<file path="src/rtl/tmds_channel_rd_if.sv">
// TMDS lane bus: mode/data inputs from the source, encoded symbol back.
// master drives mode/data, slave (encoder) drives tmds (+ disparity).
interface tmds_channel_rd_if;
  logic [7:0] video_data;
  logic [3:0] data_island_data;
  logic [1:0] control_data;
  logic [2:0] mode;
  logic [9:0] tmds;
`ifdef TMDS_DISP_MON_EN
  logic signed [5:0] disparity;

  modport master (
    output video_data, data_island_data,
    output control_data, mode,
    input  tmds, disparity
  );
  modport slave (
    input  video_data, data_island_data,
    input  control_data, mode,
    output tmds, disparity
  );
`else
  modport master (
    output video_data, data_island_data,
    output control_data, mode,
    input  tmds
  );
  modport slave (
    input  video_data, data_island_data,
    input  control_data, mode,
    output tmds
  );
`endif
endinterface

</file>
<file path="src/rtl/tmds_channel_rd.sv">
// HDMI TMDS lane encoder: video 8b/10b with running disparity, TERC4,
// control and guard bands, all through a fixed 2-register pipeline.
// Ports: i_clk_pixel, i_reset (sync, active-high), bus (slave modport:
// video_data, data_island_data, control_data, mode in; tmds out).
// Optional TMDS_DISP_MON_EN adds bus.disparity (running cnt monitor).
module tmds_channel_rd #(
  parameter int CN = 0
) (
  input  logic i_clk_pixel,
  input  logic i_reset,
  tmds_channel_rd_if.slave bus
);

  localparam logic [9:0] CTRL00 = 10'b1101010100;
  localparam logic [9:0] GB_A   = 10'b1011001100;
  localparam logic [9:0] GB_B   = 10'b0100110011;
  localparam logic [9:0] VGB =
    (CN == 0 || CN == 2) ? GB_A :
    (CN == 1)            ? GB_B : 10'd0;

  function automatic logic [9:0] terc4(input logic [3:0] n);
    logic [9:0] s;
    unique case (n)
      4'h0: s = 10'b1010011100;
      4'h1: s = 10'b1001100011;
      4'h2: s = 10'b1011100100;
      4'h3: s = 10'b1011100010;
      4'h4: s = 10'b0101110001;
      4'h5: s = 10'b0100011110;
      4'h6: s = 10'b0110001110;
      4'h7: s = 10'b0100111100;
      4'h8: s = 10'b1011001100;
      4'h9: s = 10'b0100111001;
      4'hA: s = 10'b0110011100;
      4'hB: s = 10'b1011000110;
      4'hC: s = 10'b1010001110;
      4'hD: s = 10'b1001110001;
      4'hE: s = 10'b0101100011;
      default: s = 10'b1011000011;
    endcase
    return s;
  endfunction

  // Stage 1: transition-minimised q_m
  logic [3:0] w_n1d;
  logic       w_xnor;
  logic [8:0] w_qm;

  always_comb begin
    w_n1d = '0;
    for (int k = 0; k < 8; k++)
      w_n1d = w_n1d + {3'b0, bus.video_data[k]};
    w_xnor = (w_n1d > 4'd4) ||
             (w_n1d == 4'd4 && !bus.video_data[0]);
    w_qm = '0;
    w_qm[0] = bus.video_data[0];
    for (int k = 1; k < 8; k++)
      w_qm[k] = w_xnor ^ w_qm[k-1] ^ bus.video_data[k];
    w_qm[8] = ~w_xnor;
  end

  logic [8:0] r_qm;
  logic [2:0] r_mode;
  logic [1:0] r_ctrl;
  logic [3:0] r_nib;

  always_ff @(posedge i_clk_pixel) begin
    if (i_reset) begin
      r_qm   <= '0;
      r_mode <= '0;
      r_ctrl <= '0;
      r_nib  <= '0;
    end else begin
      r_qm   <= w_qm;
      r_mode <= bus.mode;
      r_ctrl <= bus.control_data;
      r_nib  <= bus.data_island_data;
    end
  end

  // Stage 2: DC balancing and mode select
  logic        [3:0] w_n1;
  logic        [3:0] w_n0;
  logic signed [5:0] w_diff;
  logic signed [5:0] w_two_q8;
  logic signed [5:0] w_two_nq8;
  logic              w_q8;
  logic        [7:0] w_q;
  logic        [9:0] w_tmds;
  logic signed [5:0] w_cnt;
  logic signed [5:0] r_cnt;
  logic        [9:0] r_tmds;
  logic              w_pos;
  logic              w_neg;

  always_comb begin
    w_n1 = '0;
    for (int k = 0; k < 8; k++)
      w_n1 = w_n1 + {3'b0, r_qm[k]};
    w_n0      = 4'd8 - w_n1;
    w_diff    = $signed({2'b00, w_n1}) - $signed({2'b00, w_n0});
    w_q8      = r_qm[8];
    w_q       = r_qm[7:0];
    w_two_q8  = $signed({4'b0, w_q8, 1'b0});
    w_two_nq8 = $signed({4'b0, ~w_q8, 1'b0});
    w_pos     = !r_cnt[5] && (r_cnt != 6'sd0);
    w_neg     = r_cnt[5];
    w_tmds    = 10'd0;
    w_cnt     = 6'sd0;
    unique case (r_mode)
      3'd0: w_tmds = (r_ctrl == 2'b00) ? CTRL00 :
                     (r_ctrl == 2'b01) ? 10'b0010101011 :
                     (r_ctrl == 2'b10) ? 10'b0101010100 :
                                         10'b1010101011;
      3'd1: begin
        if (r_cnt == 6'sd0 || w_n1 == w_n0) begin
          w_tmds = {~w_q8, w_q8, w_q8 ? w_q : ~w_q};
          w_cnt  = w_q8 ? r_cnt + w_diff : r_cnt - w_diff;
        end else if ((w_pos && w_n1 > w_n0) ||
                     (w_neg && w_n0 > w_n1)) begin
          w_tmds = {1'b1, w_q8, ~w_q};
          w_cnt  = r_cnt + w_two_q8 - w_diff;
        end else begin
          w_tmds = {1'b0, w_q8, w_q};
          w_cnt  = r_cnt + w_diff - w_two_nq8;
        end
      end
      3'd2: w_tmds = VGB;
      3'd3: w_tmds = terc4(r_nib);
      3'd4: w_tmds = (CN == 0) ? terc4({2'b11, r_ctrl}) :
                     (CN == 1 || CN == 2) ? GB_B : 10'd0;
      default: w_tmds = 10'd0;
    endcase
  end

  always_ff @(posedge i_clk_pixel) begin
    if (i_reset) begin
      r_tmds <= CTRL00;
      r_cnt  <= 6'sd0;
    end else begin
      r_tmds <= w_tmds;
      r_cnt  <= w_cnt;
    end
  end

  assign bus.tmds = r_tmds;
`ifdef TMDS_DISP_MON_EN
  assign bus.disparity = r_cnt;
`endif

endmodule
</file>
<file path="src/flat_wrapper.sv">
// flat-port wrapper written by rule: the top's interface ports become plain ports
module tmds_channel_rd_flat 
#(
  parameter int CN = 0
)
  (i_clk_pixel, i_reset, bus_video_data, bus_data_island_data, bus_control_data, bus_mode, bus_tmds);
  tmds_channel_rd_if bus_i ();
  input  logic i_clk_pixel;
  input  logic i_reset;
  input wire logic [$bits(bus_i.video_data)-1:0] bus_video_data;
  input wire logic [$bits(bus_i.data_island_data)-1:0] bus_data_island_data;
  input wire logic [$bits(bus_i.control_data)-1:0] bus_control_data;
  input wire logic [$bits(bus_i.mode)-1:0] bus_mode;
  output wire logic [$bits(bus_i.tmds)-1:0] bus_tmds;
  assign bus_i.video_data = bus_video_data;
  assign bus_i.data_island_data = bus_data_island_data;
  assign bus_i.control_data = bus_control_data;
  assign bus_i.mode = bus_mode;
  assign bus_tmds = bus_i.tmds;
  tmds_channel_rd #(.CN(CN)) u_core (.i_clk_pixel(i_clk_pixel), .i_reset(i_reset), .bus(bus_i));
endmodule
</file>
<file path="config.mk">
export PLATFORM = sky130hd
export DESIGN_NAME = tmds_channel_rd_flat
export DESIGN_NICKNAME = d
export VERILOG_FILES = /design/src/rtl/tmds_channel_rd_if.sv /design/src/rtl/tmds_channel_rd.sv /design/src/flat_wrapper.sv
export SDC_FILE = /design/constraint.sdc
export NUM_CORES = 1
export LEC_CHECK = 0
export ABC_AREA = 1
export CAP_MARGIN = 5
export CORE_MARGIN = 2
export CORE_UTILIZATION = 55
export DETAILED_ROUTE_END_ITERATION = 8
export PLACE_DENSITY = 0.87
export SYNTH_ARGS = -nofsm -noshare
export SYNTH_HDL_FRONTEND = slang
export SYNTH_SLANG_ARGS = --single-unit
</file>
<file path="constraint.sdc">
create_clock -name i_clk_pixel -period 6.9 [get_ports i_clk_pixel]
set_input_delay 1.035 -clock i_clk_pixel [delete_from_list [all_inputs] [get_ports i_clk_pixel]]
set_output_delay 1.035 -clock i_clk_pixel [all_outputs]
set_load 0.02 [all_outputs]
</file>
==> impl_metrics.ini, run 1 <==
[sta]
max_freq_ghz = 0.1829
rsz0062_at_grt = no
setup_tns_ns = 0
worst_pin_slew_ns = 0.7146
period_share = 0.7924
min_period_ns = 5.467
skew_ns = 0.006898
maxSlewHeadroom = 0.5221
setup_viol = 0
drv_slew = 0
hold_viol_final = 0

[setup_path]
reg2reg_depth = 27
worstSetupPathDepth = 27
crit_family = adder cells
end_kind = flip-flop
cp.buffers_inverters = 6
max_stage_delay_ns = 0.67
crit_fanout = 7
required_ns = 7.08
path_common_cell = inv_1
path_class = flip-flop to flip-flop
arrival_ns = 5.65
critPathLaunchType = flip-flop
cp_slowest_cell = fa_1

[logic_synthesis]
ys_seq_area_frac = 0.2545
synthCells = 415
syn-num-nets = 483
syn_area_um2 = 3147
syn_avg_cell_area_um2 = 7.583
ys_seq_elements = 40
synth_cell_type_count = 36
ys_warn_count = 0

[clocking]
hold_buffers = 0
clk_path_buf_depth = 2
cts_buffers = 5
clk_latency_ns = 0.30
cts_sinks = 40
cts-htree-levels = 2
cts_tree = built
cts_setup_buffers = 0
cts-root-buf = clkbuf_8
cts.clk_slew.worst_paths_ns = 0.08
cts_resized = 0

[worst_hold_path]
whs_path_depth = 2
hold_class = flip-flop to flip-flop

[grt]
grt_antenna_before_repair = 0
first_global_vias = 2733
grt_overflow_total = 0
track_usage = 0.2380
grt_pass1_wl_mm = 11.76
grt_max_degree = 21

[route]
drc = 0
wl_per_cell_um = 13.04
initialDrtViolationCount = 129
drtPass1Iterations = 6
routed_wl_mm = 6.781
vias_per_cell = 5.190
antenna_left = 0
vias = 2699

[placement]
hpwlAfterDp_mm = 5.556
io_buffers = 28
place_congestion = 0.9502

[layout]
fin_nets = 515
drive_gt1_frac = 0.06027
area_growth_pct = 14.71
fill_cells = 498
diodes = 0

[status]
status = completed

[floorplan]
die-area_um2 = 6343
core_um2 = 5507
die_h_um = 79.64
die_w_um = 79.64
rows = 27
io_pins = 29
start_util = 0.5715

[flow_run]
cap_viol_max_count = 0
-- final cells by class --
type,instances,area (µm²),area share
timing repair buffer,28,280.3,0.07764
clock inverter,3,42.54,0.01179
multi-input combinational,287,2008,0.5563
inverter,85,319.1,0.08839
tap,72,90.09,0.02496
sequential,40,800.8,0.2218
clock buffer,5,68.82,0.01906
-- worst register-to-register path, stage by stage (launching register included) --
cell     delay (ns)
dfxtp_1        0.33
ha_1           0.28
inv_1          0.04
fa_1           0.50
fa_1           0.45
fa_1           0.43
fa_1           0.67
nand2_2        0.13
ha_1           0.32
inv_1          0.06
nand2_1        0.08
nand2_2        0.08
nand2_4        0.10
inv_1          0.08
nor3_1         0.22
inv_1          0.12
ha_1           0.21
inv_1          0.08
fa_1           0.45
inv_1          0.09
nand3_1        0.06
nand2_1        0.10
xnor2_1        0.14
nand2_1        0.09
nand3_2        0.08
nand2_1        0.05
nand2_1        0.08
a21oi_2        0.05
-- synthesized netlist by cell type, drive strengths merged --
| master | instances | share of area |
|---|---|---|
| xor2 | 17 | 0.047 |
| a211oi | 2 | 0.0048 |
| xnor2 | 3 | 0.0084 |
| nor3 | 7 | 0.016 |
| nand3 | 29 | 0.052 |
| clkbuf | 2 | 0.0024 |
| fa | 14 | 0.089 |
| dfxtp | 40 | 0.25 |
| nand4 | 3 | 0.0060 |
| clkinv | 2 | 0.0024 |
| ha | 35 | 0.14 |
| a32oi | 1 | 0.0028 |
| a21oi | 28 | 0.046 |
| o221ai | 2 | 0.0056 |
| o31ai | 1 | 0.0024 |
| o21a | 1 | 0.0024 |
| or2 | 1 | 0.0020 |
| o211ai | 2 | 0.0048 |
| inv | 83 | 0.099 |
| buf | 1 | 0.0036 |
| nor2 | 33 | 0.042 |
| nand2 | 74 | 0.11 |
| a31oi | 5 | 0.0099 |
| a221oi | 4 | 0.011 |
| o21ai | 24 | 0.038 |
| a21boi | 1 | 0.0024 |
-- final timing paths --
kind | from | end | slack, ns
setup / recovery | u_core.r_qm[0] | u_core.r_cnt[5] | 1.43
hold / removal | u_core.r_cnt[0] | u_core.r_cnt[0] | 0.44
setup reg to reg | u_core.r_qm[0] | u_core.r_cnt[5] | 1.43
hold reg to reg | u_core.r_cnt[0] | u_core.r_cnt[0] | 0.44
-- kinds of logic after synthesis --
kind of cell,after synthesis,share of synthesized area
AOI/OAI and AO/OA,71,0.1300
xor gates and xnor gates,20,0.05567
adders and majority gates,49,0.2282
buffers and inverters,88,0.1074
DFF,40,0.2545
and+or+nand+nor,147,0.2243
-- metrics by stage --
stage	util	area, µm²	setup WS [ns]	std cells	hold slack [ns]
finish	0.6555	3610	1.433	520	0.4358
global route	0.6555	3610	1.090	520	0.4588
CTS	0.6555	3610	1.444	520	0.4419
detailed placement	0.6353	3498	1.461	512	0.4308
global placement	0.6353	3498	1.789	512	0.4189
floorplan	-	3147	1.915	415	0.4087
-- placed cells by master (no fill, tap or decap) --
cell,netlist,routed
dfxtp_1,40,40
clkinv_1,2,2
o221ai_1,2,2
o21a_1,1,1
clkinvlp_4,0,1
nand4_1,3,3
a21boi_0,1,1
a31oi_1,5,5
o21ai_0,23,23
bufinv_16,0,1
nor3_2,1,1
inv_2,1,1
a221oi_1,4,4
or2_2,1,1
fa_1,14,14
a211oi_1,2,2
nor3_4,1,1
a32oi_1,1,1
nand3_4,1,1
xor2_1,17,17
nor2_4,1,1
nand2_2,5,5
ha_1,35,35
o21ai_1,1,1
nor3_1,5,5
clkinv_2,0,1
inv_1,82,82
o31ai_1,1,1
xnor2_1,3,3
nand2_1,63,63
nand3_2,1,1
a21oi_2,1,1
a21oi_1,27,27
o211ai_1,2,2
nand3_1,27,27
clkdlybuf4s50_1,0,28
nand2_4,6,6
nor2_1,32,32
clkbuf_8,0,5
-- routing by layer --
metal | up-vias | GRT usage | share of wire
met5 | - | 0 | 0
met4 | 0 | 0.1241 | 0.039
met3 | 26 | 0.04186 | 0.042
met2 | 71 | 0.4328 | 0.50
met1 | 1213 | 0.2621 | 0.42
li1 | 1389 | - | -
Power of run 1 is left out: the tool's default activity adds up to more than one toggle a clock period on the data nets, which glitch-free logic cannot reach.
==> run 2: changes to the inputs <==
--- a/config.mk
+++ b/config.mk
@@ -8,7 +8,7 @@
 export ABC_AREA = 1
 export CAP_MARGIN = 5
 export CORE_MARGIN = 2
-export CORE_UTILIZATION = 55
+export CORE_UTILIZATION = 53
 export DETAILED_ROUTE_END_ITERATION = 8
 export PLACE_DENSITY = 0.87
 export SYNTH_ARGS = -nofsm -noshare
==> constraint.sdc (replaced) <==
create_clock -name i_clk_pixel -period 4.51 [get_ports i_clk_pixel]
set_input_delay 0.6765 -clock i_clk_pixel [delete_from_list [all_inputs] [get_ports i_clk_pixel]]
set_output_delay 0.6765 -clock i_clk_pixel [all_outputs]
set_load 0.02 [all_outputs]
==> run 2 against run 1 <==
The run now ends with setup timing left; worst hold slack improved by 0.0069 ns; non-clock buffer count increased by 31; routed wire length increased by 11%; cell count increased by 6.5%; utilization increased by 3.2 points; clock skew increased by 0.0039 ns; global-route usage increased by 0.30 points; via count increased by 7.0%; sequential share of layout area decreased by 2.0 points; first-iteration DRC count increased by 7.8%.
==> impl_metrics.ini, run 2 (synthesis gave the netlist of run 1 again) <==
[layout]
fin_nets = 546
fill_cells = 460
diodes = 0
mostFrequentLayoutCell = inv_1
area_growth_pct = 27.04
drive_gt1_frac = 0.1879
final_area_um2 = 3998
most-common-layout-cells = 76 x inv_1, 57 x nand2_1, 38 x dfxtp_1, 31 x nor2_1

[grt]
top_usage_layer = met2
track_usage = 0.2410
grt_pass1_wl_mm = 12.15
grt_antenna_before_repair = 0
met1_usage = 0.2624
grt_util_met2 = 0.4471
grt_overflow_total = 0
first_global_vias = 2819
grt_use_met3 = 0.04222
grt_max_degree = 21

[setup_path]
max_stage_delay_ns = 0.60
required_ns = 4.74
end_kind = flip-flop
r2r_end = u_core.r_cnt[5]
path_class = flip-flop to flip-flop
cp.buffers_inverters = 5
r2r-start = u_core.r_qm[1]
crit_family = adder cells
crit_fanout = 4
critPathLaunchType = flip-flop
cp_slowest_cell = fa_2
reg2reg_slack_ns = -0.40
crit_chain = ha_4, inv_2, fa_1, fa_1, fa_2, fa_2, nand2_2, ha_4, inv_4, nand2_4, nand2_4, nand2_4, inv_4, nor3_4, inv_2, fa_2, buf_4, nand3_2, nand2_2, xnor2_2, nand2_1, nand3_2, nand3_1, a21oi_2
arrival_ns = 5.14
reg2reg_depth = 24

[sta]
max_freq_ghz = 0.2036
worst_pin_slew_ns = 0.6418
drv_slew = 0
setup_slack_ns = -0.4004
setup_viol = 3
hold-worst-slack_ns = 0.4427
maxSlewHeadroom = 0.5698
skew_ns = 0.01077
period_share = 1.089
hold_viol_final = 0
min_period_ns = 4.910
rsz0062_at_grt = yes

[route]
antenna_left = 0
routed_wl_mm = 7.549
drtPass1Iterations = 5
vias_per_cell = 5.213
drc = 0
wl_per_cell_um = 13.63
initialDrtViolationCount = 139
vias = 2888

[clocking]
cts_tree = built
cts_sinks = 40
clk_latency_ns = 0.30
cts-root-buf = clkbuf_8
cts_buffers = 5
cts.clk_slew.worst_paths_ns = 0.08
clk_path_buf_depth = 2
cts-htree-levels = 2
hold_buffers = 0

[floorplan]
core_um2 = 5816
die_h_um = 81.06
die-area_um2 = 6570
start_util = 0.5411
rows = 28
die_w_um = 81.06
io_pins = 29

[status]
violations = setup timing
status = finished, violations left

[worst_hold_path]
min_to = u_core.r_cnt[0]
hold_start = u_core.r_cnt[0]
hold_class = flip-flop to flip-flop
whs_path_depth = 2

[placement]
hpwlAfterDp_mm = 5.789
io_buffers = 28
place_area_um2 = 3729
place_congestion = 0.9733

[flow_run]
cap_viol_max_count = 0
## run 2: cell types whose count changed in the layout (fill, tap and decap cells not counted), sizes merged
cell / change
clkbuf: +1
buf: +31
clkinv: -1
bufinv: -1
clkinvlp: +1
## run 2: cell type report
class	count	area, µm²	area share
Clock buffer	6	82.58	0.02066
Clock inverter	2	15.01	0.003756
Inverter	85	324.1	0.08106
Multi-Input combinational cell	287	2160	0.5402
Sequential cell	40	805.8	0.2016
Tap cell	75	93.84	0.02347
Timing Repair Buffer	59	516.7	0.1293
## run 2: worst max path at each step
stage | to | slack, ns | startpoint | depth (start not counted)
after floorplan | u_core.r_cnt[5] | -0.33 | u_core.r_qm[0] | 27
after global placement | u_core.r_cnt[5] | -0.24 | u_core.r_qm[0] | 27
after detailed placement | u_core.r_cnt[5] | -0.44 | u_core.r_qm[0] | 26
after CTS | u_core.r_cnt[5] | -0.45 | u_core.r_qm[0] | 26
after global routing | u_core.r_cnt[5] | -0.58 | u_core.r_qm[1] | 24
final | u_core.r_cnt[5] | -0.40 | u_core.r_qm[1] | 24
## run 2: metrics by stage
step                      cells    util  setup slack, ns  TNS (ns)
final                       554  0.6874          -0.4004   -0.8824
after global routing        554  0.6874          -0.5795    -1.447
after CTS                   551  0.6715          -0.4541    -1.033
after detailed placement    541  0.6411          -0.4367   -0.8807
after global placement      541  0.6411          -0.2397   -0.4153
after floorplan             415       -          -0.3261   -0.5618
## run 2: worst register-to-register path, cell delays in order (launching register included)
cell	delay (ns)
dfxtp_4	0.36
ha_4	0.26
inv_2	0.03
fa_1	0.50
fa_1	0.43
fa_2	0.38
fa_2	0.59
nand2_2	0.08
ha_4	0.29
inv_4	0.05
nand2_4	0.06
nand2_4	0.06
nand2_4	0.08
inv_4	0.04
nor3_4	0.15
inv_2	0.10
fa_2	0.60
buf_4	0.13
nand3_2	0.07
nand2_2	0.10
xnor2_2	0.11
nand2_1	0.08
nand3_2	0.07
nand3_1	0.08
a21oi_2	0.14
## run 2: what timing repair did
action / in CTS / in global routing
gates resized for setup: 18 / 15
setup buffers: 2 / 3
endpoints found under the setup margin: 3 / 3
hold endpoints to repair: 0 / 0
pin swaps: 19 / 24
## run 2: routing by layer
| layer | share of wire | routed length [µm] |
|---|---|---|
| met4 | 0.036 | 272 |
| met2 | 0.52 | 3909 |
| met3 | 0.045 | 343 |
| met5 | 0 | 0 |
| met1 | 0.40 | 3023 |
Power of run 2 is left out for the same reason.
==> run 3: changes to the inputs <==
--- a/config.mk
+++ b/config.mk
@@ -6,7 +6,7 @@
 export NUM_CORES = 1
 export LEC_CHECK = 0
 export ABC_AREA = 1
-export CAP_MARGIN = 5
+export CAP_MARGIN = 20
 export CORE_MARGIN = 2
 export CORE_UTILIZATION = 53
 export DETAILED_ROUTE_END_ITERATION = 8
@@ -14,3 +14,4 @@
 export SYNTH_ARGS = -nofsm -noshare
 export SYNTH_HDL_FRONTEND = slang
 export SYNTH_SLANG_ARGS = --single-unit
+export TNS_END_PERCENT = 20
==> run 3 against run 2 <==
The run still ends with setup timing left; critical path depth grew 1; non-clock buffer count grew 1; sequential share of layout area grew 0.070 points; critical endpoint unchanged; largest cell class unchanged.
==> impl_metrics.ini, run 3 (synthesis gave the netlist of run 1 again) <==
[setup_path]
reg2reg_slack_ns = -0.46
required_ns = 4.75
path_class = flip-flop to flip-flop
end_kind = flip-flop
r2r_end = u_core.r_cnt[5]
arrival_ns = 5.21
r2r-start = u_core.r_qm[0]
crit_fanout = 2
cp_slowest_cell = fa_2
path_common_cell = inv_2
crit_family = adder cells
reg2reg_depth = 25
cp.buffers_inverters = 5
critPathLaunchType = flip-flop
max_stage_delay_ns = 0.60

[clocking]
cts_sinks = 40
cts.clk_slew.worst_paths_ns = 0.09
hold_buffers = 0
clk_latency_ns = 0.30
clk_path_buf_depth = 2
cts_tree = built
cts_buffers = 5
cts-htree-levels = 2
cts-root-buf = clkbuf_8

[floorplan]
core_um2 = 5816
start_util = 0.5411
die_h_um = 81.06
die_w_um = 81.06
rows = 28
die-area_um2 = 6570
io_pins = 29

[placement]
place_congestion = 1.017
hpwlAfterDp_mm = 5.769
io_buffers = 28
dp.cells = 543
pre_cts_ws_ns = -0.4786

[sta]
setup_slack_ns = -0.4561
setup_viol = 3
min_period_ns = 4.966
drv_slew = 0
rsz0062_at_grt = yes
skew_ns = 0.01019
max_freq_ghz = 0.2014
worst_pin_slew_ns = 0.5982
period_share = 1.101
maxSlewHeadroom = 0.5991
hold_viol_final = 0
setup_tns_ns = -0.9209

[grt]
grt_util_met2 = 0.4645
first_global_vias = 2854
track_usage = 0.2399
met1_usage = 0.2528
grt_overflow_total = 0
grt_pass1_wl_mm = 12.24
grt_use_met3 = 0.04667
grt_antenna_before_repair = 0
top_usage_layer = met2
grt_max_degree = 21

[route]
initialDrtViolationCount = 154
vias_per_cell = 5.240
drc = 0
vias = 2908
drtPass1Iterations = 4
wl_per_cell_um = 13.23
routed_wl_mm = 7.345
antenna_left = 0

[layout]
mostFrequentLayoutCell = inv_1
fin_nets = 547
area_growth_pct = 26.20
diodes = 0
drive_gt1_frac = 0.1750
utilization = 0.6829
finalNonFillerCells = 555
most-common-layout-cells = 76 x inv_1, 59 x nand2_1, 38 x dfxtp_1, 32 x buf_4
fill_cells = 475

[worst_hold_path]
min_to = u_core.r_cnt[0]
whs_path_depth = 2
hold_class = flip-flop to flip-flop
hold_start = u_core.r_cnt[0]

[flow_run]
cap_viol_max_count = 0

[status]
violations = setup timing
status = finished, violations left
==> run 3: changes by cell type in the layout (fill, tap and decap cells not counted), moves of 2 or more <==
cell,previous run,this run
a21oi_2,4,2
nand2_4,8,6
nand2_1,57,59
buf_4,30,32
a21oi_1,24,26
==> run 3: worst max path at each step <==
stage / startpoint / endpoint / slack (ns) / depth (start not counted)
finish: u_core.r_qm[0] / u_core.r_cnt[5] / -0.46 / 25
global route: u_core.r_qm[0] / u_core.r_cnt[5] / -0.68 / 27
CTS: u_core.r_qm[0] / u_core.r_cnt[5] / -0.44 / 27
detailed placement: u_core.r_qm[0] / u_core.r_cnt[5] / -0.48 / 23
global placement: u_core.r_qm[0] / u_core.r_cnt[5] / -0.25 / 27
floorplan: u_core.r_qm[0] / u_core.r_cnt[5] / -0.36 / 27
==> run 3: worst register-to-register path, stage by stage (launching register included) <==
cell	delay, ns
dfxtp_2	0.34
ha_4	0.26
inv_2	0.03
fa_1	0.50
fa_1	0.45
fa_2	0.38
fa_2	0.60
nand2_2	0.08
ha_4	0.29
nand2_1	0.07
nand2_2	0.10
nand2_4	0.06
inv_4	0.06
nor3_4	0.04
inv_2	0.07
ha_4	0.13
inv_2	0.04
fa_1	0.56
inv_2	0.06
a21oi_2	0.15
nand2_1	0.08
xnor2_1	0.15
nand2_1	0.09
nand3_2	0.09
nand3_2	0.08
a21oi_2	0.15
==> run 3: repair_timing <==
action / 4_1_cts / 5_1_grt
setup buffers: 1 / 3
pin swaps: 5 / 18
resized for setup: 8 / 18
cloned: 0 / 0
endpoints found under the setup margin: 3 / 3
==> run 3: area by class of cell <==
class / instances / area [µm²] / share of cell area
multi-input combinational: 287 / 2115 / 0.5325
sequential: 40 / 803.3 / 0.2023
timing repair buffer: 60 / 520.5 / 0.1311
inverter: 85 / 324.1 / 0.08160
tap: 75 / 93.84 / 0.02363
clock buffer: 5 / 68.82 / 0.01733
clock inverter: 3 / 46.29 / 0.01166
==> run 3: layer usage <==
layer  up-vias  wire length [µm]
met3        22               265
met5         -                 0
met4         0               222
li1       1450                 -
met1      1344              2868
met2        92              3988
==> run 3: metrics by stage <==
stage                     hold slack, ns  cell area, µm²
after floorplan                   0.4087            3157
after global placement            0.4196            3722
after detailed placement          0.4234            3722
after CTS                         0.4360            3877
after global routing              0.4750            3971
final                             0.4342            3971
Power of run 3 is left out for the same reason.
